===== config.mk =====
export PLATFORM = sky130hd
export DESIGN_NAME = display_type_gen_flat
export DESIGN_NICKNAME = d
export VERILOG_FILES = /design/src/rtl/display_type_gen_if.sv /design/src/rtl/display_type_gen.sv /design/src/flat_wrapper.sv
export SDC_FILE = /design/constraint.sdc
export NUM_CORES = 1
export LEC_CHECK = 0
export BUFFER_PORTS_ARGS = -buffer_cell sky130_fd_sc_hd__buf_2
export CORE_MARGIN = 2
export CORE_UTILIZATION = 63
export DETAILED_ROUTE_END_ITERATION = 10
export GPL_TIMING_DRIVEN = 1
export PLACE_DENSITY = 0.83
export RECOVER_POWER = 25
export SLEW_MARGIN = 20
export SYNTH_ARGS = -nofsm -noshare
export SYNTH_HDL_FRONTEND = slang
export SYNTH_SLANG_ARGS = --single-unit

===== constraint.sdc =====
create_clock -name Clk -period 7.1 [get_ports Clk]
set_input_delay 0.355 -clock Clk [delete_from_list [all_inputs] [get_ports Clk]]
set_output_delay 0.355 -clock Clk [all_outputs]
set_load 0.01 [all_outputs]

===== src/rtl/display_type_gen_if.sv =====
// Pixel-pipeline bus for display_type_gen: frame/pixel timing, screen requests,
// object positions in, sprite ROM address and layer code out.
interface display_type_gen_if #(
  parameter int N_MON = 4,
  parameter int N_TWR = 4,
  parameter int SPR   = 32
);
  localparam int AW = 2 * $clog2(SPR);

  logic                  frame_start;
  logic [9:0]            DrawX;
  logic [9:0]            DrawY;
  logic                  is_open;
  logic                  is_game;
  logic                  is_vict;
  logic                  is_fail;
  logic [10*N_MON-1:0]   mon_x;
  logic [10*N_MON-1:0]   mon_y;
  logic [2*N_MON-1:0]    mon_type;
  logic [10*N_TWR-1:0]   twr_x;
  logic [10*N_TWR-1:0]   twr_y;
  logic [N_TWR-1:0]      twr_en;
  logic [4:0]            hp;
  logic [AW-1:0]         sprite_addr;
  logic [7:0]            display_type;

  modport master (
    output frame_start, DrawX, DrawY, is_open, is_game, is_vict, is_fail,
    output mon_x, mon_y, mon_type, twr_x, twr_y, twr_en, hp,
    input  sprite_addr, display_type
  );

  modport slave (
    input  frame_start, DrawX, DrawY, is_open, is_game, is_vict, is_fail,
    input  mon_x, mon_y, mon_type, twr_x, twr_y, twr_en, hp,
    output sprite_addr, display_type
  );
endinterface


===== src/rtl/display_type_gen.sv =====
// Per-pixel layer selector: screen FSM and object shadows latched per frame,
// stage 1 hit-tests and emits sprite ROM address, stage 2 emits the layer code.
module display_type_gen #(
  parameter int N_MON  = 4,
  parameter int N_TWR  = 4,
  parameter int SPR    = 32,
  parameter int HP_MAX = 20
) (
  input logic              Clk,
  input logic              Reset,
  display_type_gen_if.slave bus
);
  localparam int SW = $clog2(SPR);
  localparam int AW = 2 * SW;

  typedef enum logic [1:0] {S_OPEN, S_GAME, S_VICT, S_FAIL} state_e;

  state_e               state_q, state_d;
  logic [5:0]           frame_cnt_q, frame_cnt_d;
  logic [10*N_MON-1:0]  mon_x_q, mon_y_q;
  logic [2*N_MON-1:0]   mon_type_q;
  logic [10*N_TWR-1:0]  twr_x_q, twr_y_q;
  logic [N_TWR-1:0]     twr_en_q;
  logic [4:0]           hp_q;
  logic [AW-1:0]        addr_q, addr_d;
  logic [7:0]           code1_q, code_d;
  logic [7:0]           code2_q;

  logic [10:0]          px, py;
  logic                 boss_found, mon_found, twr_found;
  logic [AW-1:0]        boss_addr, mon_addr, twr_addr;
  logic [7:0]           mon_code;
  logic                 in_bar, in_box;

  assign px = {1'b0, bus.DrawX};
  assign py = {1'b0, bus.DrawY};

  // 11-bit compare so a sprite near the right/bottom edge clips instead of wrapping
  function automatic logic hit_f(input logic [9:0] ox, input logic [9:0] oy,
                                 input logic [10:0] cx, input logic [10:0] cy);
    return (cx >= {1'b0, ox}) && (cx < {1'b0, ox} + 11'(SPR)) &&
           (cy >= {1'b0, oy}) && (cy < {1'b0, oy} + 11'(SPR));
  endfunction

  function automatic logic [AW-1:0] addr_f(input logic [9:0] ox, input logic [9:0] oy,
                                           input logic [10:0] cx, input logic [10:0] cy);
    logic [20:0] a;
    a = 21'(cy - {1'b0, oy}) * 21'(SPR) + 21'(cx - {1'b0, ox});
    return a[AW-1:0];
  endfunction

  always_comb begin
    state_d     = state_q;
    frame_cnt_d = frame_cnt_q;
    if (bus.frame_start) begin
      if (bus.is_fail)      state_d = S_FAIL;
      else if (bus.is_vict) state_d = S_VICT;
      else if (bus.is_game) state_d = S_GAME;
      else if (bus.is_open) state_d = S_OPEN;
      frame_cnt_d = (state_d != state_q) ? 6'd0 : frame_cnt_q + 6'd1;
    end
  end

  // Boss hits outrank ordinary monsters regardless of slot; lowest slot wins within each class
  always_comb begin
    boss_found = 1'b0;
    mon_found  = 1'b0;
    twr_found  = 1'b0;
    boss_addr  = '0;
    mon_addr   = '0;
    twr_addr   = '0;
    mon_code   = 8'h00;
    for (int unsigned i = 0; i < N_MON; i++) begin
      if (mon_type_q[2*i +: 2] != 2'd0 &&
          hit_f(mon_x_q[10*i +: 10], mon_y_q[10*i +: 10], px, py)) begin
        if (mon_type_q[2*i +: 2] == 2'd3) begin
          if (!boss_found) begin
            boss_found = 1'b1;
            boss_addr  = addr_f(mon_x_q[10*i +: 10], mon_y_q[10*i +: 10], px, py);
          end
        end else if (!mon_found) begin
          mon_found = 1'b1;
          mon_addr  = addr_f(mon_x_q[10*i +: 10], mon_y_q[10*i +: 10], px, py);
          mon_code  = (mon_type_q[2*i +: 2] == 2'd1) ? 8'h04 : 8'h05;
        end
      end
    end
    for (int unsigned j = 0; j < N_TWR; j++) begin
      if (!twr_found && twr_en_q[j] &&
          hit_f(twr_x_q[10*j +: 10], twr_y_q[10*j +: 10], px, py)) begin
        twr_found = 1'b1;
        twr_addr  = addr_f(twr_x_q[10*j +: 10], twr_y_q[10*j +: 10], px, py);
      end
    end
  end

  assign in_bar = (px >= 11'd8) && (px < 11'(8 + HP_MAX * 4)) &&
                  (py >= 11'd8) && (py < 11'd16);
  assign in_box = (px >= 11'd192) && (px <= 11'd447) &&
                  (py >= 11'd176) && (py <= 11'd303);

  always_comb begin
    code_d = 8'h00;
    addr_d = '0;
    unique case (state_q)
      S_OPEN: code_d = 8'h01;
      S_FAIL: code_d = frame_cnt_q[5] ? 8'h21 : 8'h20;
      S_VICT: begin
        if (in_box) begin
          code_d = 8'h35;
          addr_d = addr_f(10'd192, 10'd176, px, py);
        end else begin
          code_d = frame_cnt_q[5] ? 8'h36 : 8'h00;
        end
      end
      S_GAME: begin
        if (in_bar) begin
          if ((px - 11'd8) < 11'({hp_q, 2'b00}))
            code_d = (hp_q > 5'(HP_MAX / 4)) ? 8'h32 : 8'h30;
          else
            code_d = 8'h34;
        end else if (boss_found) begin
          code_d = 8'h0f;
          addr_d = boss_addr;
        end else if (mon_found) begin
          code_d = mon_code;
          addr_d = mon_addr;
        end else if (twr_found) begin
          code_d = 8'h10;
          addr_d = twr_addr;
        end
      end
      default: code_d = 8'h00;
    endcase
  end

  always_ff @(posedge Clk) begin
    if (Reset) begin
      state_q     <= S_OPEN;
      frame_cnt_q <= '0;
      mon_x_q     <= '0;
      mon_y_q     <= '0;
      mon_type_q  <= '0;
      twr_x_q     <= '0;
      twr_y_q     <= '0;
      twr_en_q    <= '0;
      hp_q        <= '0;
      addr_q      <= '0;
      code1_q     <= '0;
      code2_q     <= '0;
    end else begin
      state_q     <= state_d;
      frame_cnt_q <= frame_cnt_d;
      if (bus.frame_start) begin
        mon_x_q    <= bus.mon_x;
        mon_y_q    <= bus.mon_y;
        mon_type_q <= bus.mon_type;
        twr_x_q    <= bus.twr_x;
        twr_y_q    <= bus.twr_y;
        twr_en_q   <= bus.twr_en;
        hp_q       <= (bus.hp > 5'(HP_MAX)) ? 5'(HP_MAX) : bus.hp;
      end
      addr_q  <= addr_d;
      code1_q <= code_d;
      code2_q <= code1_q;
    end
  end

  assign bus.sprite_addr  = addr_q;
  assign bus.display_type = code2_q;
endmodule


===== src/flat_wrapper.sv =====
// flat-port wrapper written by rule: the top's interface ports become plain ports
module display_type_gen_flat 
#(
  parameter int N_MON  = 4,
  parameter int N_TWR  = 4,
  parameter int SPR    = 32,
  parameter int HP_MAX = 20
)
  (Clk, Reset, bus_frame_start, bus_DrawX, bus_DrawY, bus_is_open, bus_is_game, bus_is_vict, bus_is_fail, bus_mon_x, bus_mon_y, bus_mon_type, bus_twr_x, bus_twr_y, bus_twr_en, bus_hp, bus_sprite_addr, bus_display_type);
  display_type_gen_if #(.N_MON(N_MON), .N_TWR(N_TWR), .SPR(SPR)) bus_i ();
  input logic Clk;
  input logic Reset;
  input wire logic [$bits(bus_i.frame_start)-1:0] bus_frame_start;
  input wire logic [$bits(bus_i.DrawX)-1:0] bus_DrawX;
  input wire logic [$bits(bus_i.DrawY)-1:0] bus_DrawY;
  input wire logic [$bits(bus_i.is_open)-1:0] bus_is_open;
  input wire logic [$bits(bus_i.is_game)-1:0] bus_is_game;
  input wire logic [$bits(bus_i.is_vict)-1:0] bus_is_vict;
  input wire logic [$bits(bus_i.is_fail)-1:0] bus_is_fail;
  input wire logic [$bits(bus_i.mon_x)-1:0] bus_mon_x;
  input wire logic [$bits(bus_i.mon_y)-1:0] bus_mon_y;
  input wire logic [$bits(bus_i.mon_type)-1:0] bus_mon_type;
  input wire logic [$bits(bus_i.twr_x)-1:0] bus_twr_x;
  input wire logic [$bits(bus_i.twr_y)-1:0] bus_twr_y;
  input wire logic [$bits(bus_i.twr_en)-1:0] bus_twr_en;
  input wire logic [$bits(bus_i.hp)-1:0] bus_hp;
  output wire logic [$bits(bus_i.sprite_addr)-1:0] bus_sprite_addr;
  output wire logic [$bits(bus_i.display_type)-1:0] bus_display_type;
  assign bus_i.frame_start = bus_frame_start;
  assign bus_i.DrawX = bus_DrawX;
  assign bus_i.DrawY = bus_DrawY;
  assign bus_i.is_open = bus_is_open;
  assign bus_i.is_game = bus_is_game;
  assign bus_i.is_vict = bus_is_vict;
  assign bus_i.is_fail = bus_is_fail;
  assign bus_i.mon_x = bus_mon_x;
  assign bus_i.mon_y = bus_mon_y;
  assign bus_i.mon_type = bus_mon_type;
  assign bus_i.twr_x = bus_twr_x;
  assign bus_i.twr_y = bus_twr_y;
  assign bus_i.twr_en = bus_twr_en;
  assign bus_i.hp = bus_hp;
  assign bus_sprite_addr = bus_i.sprite_addr;
  assign bus_display_type = bus_i.display_type;
  display_type_gen #(.N_MON(N_MON), .N_TWR(N_TWR), .SPR(SPR), .HP_MAX(HP_MAX)) u_core (.Clk(Clk), .Reset(Reset), .bus(bus_i));
endmodule

Yosys cells after proc, flatten, opt, wreduce, memory -nomap -nowiden

Index checks and enable logic that the tools add are counted.

$add $sub $neg: 45
Magnitude comparators: 43
Equal/unequal tests: 12
Multiplexer cells: 84
Reductions and logical operators: 49

Operators by type and width:

| cell                    | number |
|---|---|
| $mux W10                | 31 |
| $add A10 B6 Y11 const B | 16 |
| $lt A10 B11 Y1          | 16 |
| $ge A10 B10 Y1          | 16 |
| $mux W8                 | 16 |
| $add A10 B10 Y10        | 9 |
| $sub A10 B10 Y10        | 8 |
| $logic_and A1 B1 Y1     | 41 |
| $sub A5 B5 Y5           | 8 |
| $pmux W8 S4             | 1 |
| $mux W1                 | 25 |
| $ge A10 B4 Y1 const B   | 2 |
| $ge A10 B8 Y1 const B   | 2 |
| $le A10 B9 Y1 const B   | 2 |
| $pmux W10 S2            | 1 |
| $eq A2 B2 Y1 const B    | 6 |
| $mux W2                 | 6 |
| $mux W6                 | 2 |
| $lt A11 B7 Y1           | 1 |
| $sub A10 B4 Y11 const B | 1 |
| $eq A2 B1 Y1 const B    | 5 |
| $lt A10 B5 Y1 const B   | 1 |
| $lt A10 B7 Y1 const B   | 1 |
| $mux W5                 | 2 |
| other kinds (9)         | 14 |

Register bits after elaboration: 211
Bits of input ports: 204
Output and inout port bits: 18
Word-level logic and storage cells: 245

Longest topological paths before layout

Word-level depth: 24
Mapped depth: 16
Depth with buffers taken out: 16

Worst setup path before layout

Ideal clock, no wire load.

Path kind: in2reg
Start point: input bus_DrawY[0]
End point: register u_core.addr_q[9] (netlist: u_core.bus.sprite_addr[9])
Setup time: 86 ps
Data arrival time: 3,715 ps
Required time: 7,014 ps
Setup slack: 3,298 ps
Cell stages on the path: 14
Path buffers: 0
Path through: inv_1 ha_1 inv_1 fa_1 xor2_1 fa_1 ha_1 nor3_1 or3_1 xnor2_1 nor4b_1 a2111o_1 or3b_1 a221oi_2

Cells in the longest elaborated chain, start to end: 22
Elaborated cells on any way between the ends: 122

Ends and longest elaborated chain:

| what                                                      | RTL line                | source |
|---|---|---|
| start: declaration                                        | flat_wrapper.sv:15      | `input wire logic [$bits(bus_i.DrawY)-1:0] bus_DrawY;` |
| branches (longest 21 deep; another with $add A10 B10 Y10) | -                       |  |
| $pmux W10 S2 *                                            | display_type_gen.sv:105 | `unique case (state_q)` |
| end signal: assignment                                    | display_type_gen.sv:163 | `addr_q <= addr_d;` |
| end: declaration                                          | display_type_gen.sv:25  | `logic [AW-1:0] addr_q, addr_d;` |

Mark *: on every way between the ends.
A chain may end at the register's enable or synchronous reset.

Worst setup path in the final report

Start point: input Reset
End point: register u_core.code2_q[5] (netlist: u_core.bus.display_type[5])

RTL lines:

| what                   | RTL line                | source |
|---|---|---|
| start: declaration     | flat_wrapper.sv:12      | `input logic Reset;` |
| end signal: assignment | display_type_gen.sv:165 | `code2_q <= code1_q;` |
| end: declaration       | display_type_gen.sv:27  | `logic [7:0] code2_q;` |

No word-level cell between the ends.

==> impl_metrics.py <==
metrics = {
    "synthesis": {
        "yosysWarnings": 0,
        "yosysMostFrequentCell": "ha_1",
        "ys_seq_area_frac": 0.2030,
        "synthArstFlopShare": 0,
        "ys.flop_type": "dfxtp_1",
        "synth.largest_area_cell": "ha_1",
        "syn_area_mm2": 0.02041,
        "synth-edff-count": 0,
        "synth_top_area_share": 0.2078,
        "syn_avg_cell_area_um2": 8.573,
        "synth_area_leaders": "ha_1 (21%), dfxtp_1 (20%), mux2i_1 (8.8%)",
        "synthCells": 2381,
        "synth_commonest_cells": "ha_1 (339), inv_1 (294), nor2_1 (280)",
        "ys_seq_elements": 207,
        "yosysUniqueCellTypes": 80,
    },
    "floorplanning": {
        "num_io_pins": 222,
        "start_util": 0.6436,
        "die_y_um": 184,
        "die_area_mm2": 0.03386,
        "row_count": 65,
        "die_w_um": 184,
        "coreArea_mm2": 0.03172,
    },
    "detailed_routing": {
        "routedWlPerCell_um": 19.94,
        "drt_iter0_drc": 1387,
        "routed_wl_um": 59820,
        "vias": 18274,
        "drc": 0,
        "drtAntennaViolNets": 0,
        "drt-pass1-iter-count": 5,
        "via_per_inst": 6.091,
    },
    "worst_hold_path": {
        "hp-class": "primary input to flip-flop",
        "hold_depth": 3,
        "hold_start": "bus_mon_x[9]",
        "hold_end": "u_core.mon_x_q[9]$_SDFFE_PP0P_",
    },
    "global_route": {
        "grt-ovfl-total": 0,
        "antenna_found_initial": 0,
        "grt_max_degree": 104,
        "grt_pass1_wl_um": 92720,
        "grtUsageTotal": 0.3503,
        "grt_pass1_vias": 17714,
    },
    "clock_network": {
        "clock_latency_ps": 570,
        "cts_tree": "done",
        "h-tree-depth": 1,
        "ctsResizeCount": 0,
        "numClockSinks": 207,
        "cts_buffers": 24,
        "cts_root_buffer": "clkbuf_16",
        "cts_setup_buffers": 0,
        "cts_max_path_buffers": 3,
        "cts_hold_buffers": 0,
        "clk_pin_slew_ps": 60,
    },
    "worst_setup_path": {
        "cp.required_ps": 7490,
        "timing.rr.end": "u_core.bus.sprite_addr[9]$_SDFF_PP0_",
        "crit_fanout": 72,
        "crit_path_end_kind": "flip-flop",
        "r2r_start": "u_core.mon_x_q[15]$_SDFFE_PP0P_",
        "cp.arrival_ps": 5450,
        "worst-r2r-cell-count": 13,
        "start_kind": "primary input",
        "cp-startpoint": "Reset",
        "critPathKind": "primary input to flip-flop",
        "rrSetupSlack_ps": 2830,
    },
    "final_layout": {
        "multiInputGateArea_mm2": 0.01493,
        "layout-drive-gt1-share": 0.1101,
        "num-nets-final": 3205,
        "regArea_mm2": 0.004144,
        "diodes": 0,
        "fin_cells": 3000,
        "design_area_mm2": 0.02269,
        "fillers": 2437,
        "syn2layout_area_growth_pct": 11.16,
    },
    "place": {
        "place_hpwl_um": 45730,
        "dp_slack_ps": 2401,
        "placed_cells": 2957,
        "place.gp.congestion": 0.9412,
        "io_buffers": 219,
        "postPlaceCellArea_mm2": 0.02188,
    },
    "timing": {
        "setup_ws_ps": 2034,
        "worst_clock_skew_ps": 29.53,
        "min_period_ps": 5066,
        "max_slew_margin": -0.9174,
        "worst_pin_slew_ps": 2876,
        "totalNegativeSetupSlack_ps": 0,
        "finalHoldViolCount": 0,
        "hold_ws_ps": 20.14,
        "finalCritPeriodShare": 0.7135,
        "fmax_mhz": 197.4,
        "grt_setup_unrepaired": "false",
        "finalMaxSlewViolations": 123,
        "setup_violations": 0,
    },
    "power_and_ir_drop": {
        "power_density_mw_per_mm2": 191.0,
        "p_leak_nw": 10.36,
        "ir_worst_vdd_v": 0.0002135,
    },
    "run_status": {
        "violations": "capacitance limit, slew limit",
        "outcome": "complete, but fails checks",
    },
    "run": {
        "drv_cap": 2,
    },
}
-- layout make-up --
type	instances	area share
Tap cell	402	0.02217
Inverter	295	0.04880
Timing Repair Buffer	230	0.05216
Clock inverter	10	0.006782
Clock buffer	33	0.02928
Sequential cell	207	0.1826
Multi-Input combinational cell	1823	0.6582
-- worst max-delay path, stage by stage --
cell	delay [ps]
clkbuf_1	1760
clkbuf_1	2130
buf_4	910
nor2b_1	230
-- stage by stage --
stage	utilization	power, mW
global route	0.7154	4.574
detailed placement	0.6899	3.007
CTS	0.7157	4.311
finish	0.7154	4.335
floorplan	-	2.501
global placement	0.6899	2.942
-- where the power goes --
group          switching (mW)  internal (mW)  total, mW  leakage [nW]
clock                   0.524          0.767       1.29         0.402
sequential             0.0689           1.23       1.29          1.70
combinational            1.02          0.733       1.75          8.25
total                    1.61           2.73       4.33          10.4
-- placed cells by master, fill, tap and decap left out, types with 8 or more instances in the layout --
cell type  Yosys  final
fa_1          81     81
o31ai_1       12     12
xnor2_1      114    114
or2_2          8      8
o22ai_1       16     16
nor2_1       280    280
a31oi_1       16     16
and3_1         9      9
o221ai_1       9      9
a21oi_1      120    120
clkbuf_1      36      8
nand3_1       55     55
o21ai_0       88     88
o21a_1        27     27
mux2i_1      180    180
a21o_1        32     32
a211oi_1      28     28
nor2b_1       28     28
nor3_1        34     34
nor4_1        18     18
o21bai_1      17     17
nand2b_1      30     30
nand4_1       18     18
buf_4          2     10
o211ai_1      18     18
inv_1        294    294
clkbuf_16      0     24
ha_1         339    339
nand3b_1       8      8
xor2_1        40     40
nand2_1       80     80
dfxtp_1      207    207
buf_2          1    217
-- how the worst max path moves through the flow --
stage                                                        to  slack, ps
after floorplan            u_core.bus.sprite_addr[9]$_SDFF_PP0_       3300
after global placement     u_core.bus.sprite_addr[9]$_SDFF_PP0_       2560
after detailed placement   u_core.bus.sprite_addr[9]$_SDFF_PP0_       2400
after CTS                  u_core.bus.sprite_addr[9]$_SDFF_PP0_       2900
after global routing               u_core.code1_q[0]$_SDFF_PP0_       1610
final                     u_core.bus.display_type[5]$_SDFF_PP0_       2030
-- cells by family after synthesis --
family                     count (synthesis)  share of synthesized area
other                                      1                  0.0001837
AOI/OAI and AO/OA                        460                     0.1477
DFF                                      207                     0.2030
and+or+nand+nor                          606                     0.1414
buffers and inverters                    352                    0.06553
muxes                                    181                    0.08882
adders and majority gates                420                     0.2872
xor gates and xnor gates                 154                    0.06608
-- metal layers --
| metal | track usage | share of wire | wire length, um |
|---|---|---|---|
| met5 | 0 | 0 | 0 |
| met4 | 0.1360 | 0.042 | 2524 |
| met3 | 0.07330 | 0.089 | 5316 |
| met2 | 0.5659 | 0.45 | 26770 |
| met1 | 0.4593 | 0.42 | 25210 |
-- registers in the layout, indices dropped and copies added (netlist names), 6 cells and up --
name / count
u_core.twr_x_q: 40
u_core.code1_q: 6
u_core.bus.sprite_addr: 10
u_core.mon_x_q: 40
u_core.twr_y_q: 40
u_core.mon_y_q: 40
u_core.bus.display_type: 6
u_core.mon_type_q: 8
u_core.frame_cnt_q: 6
Note: power is estimated with default switching activity, not from simulation.
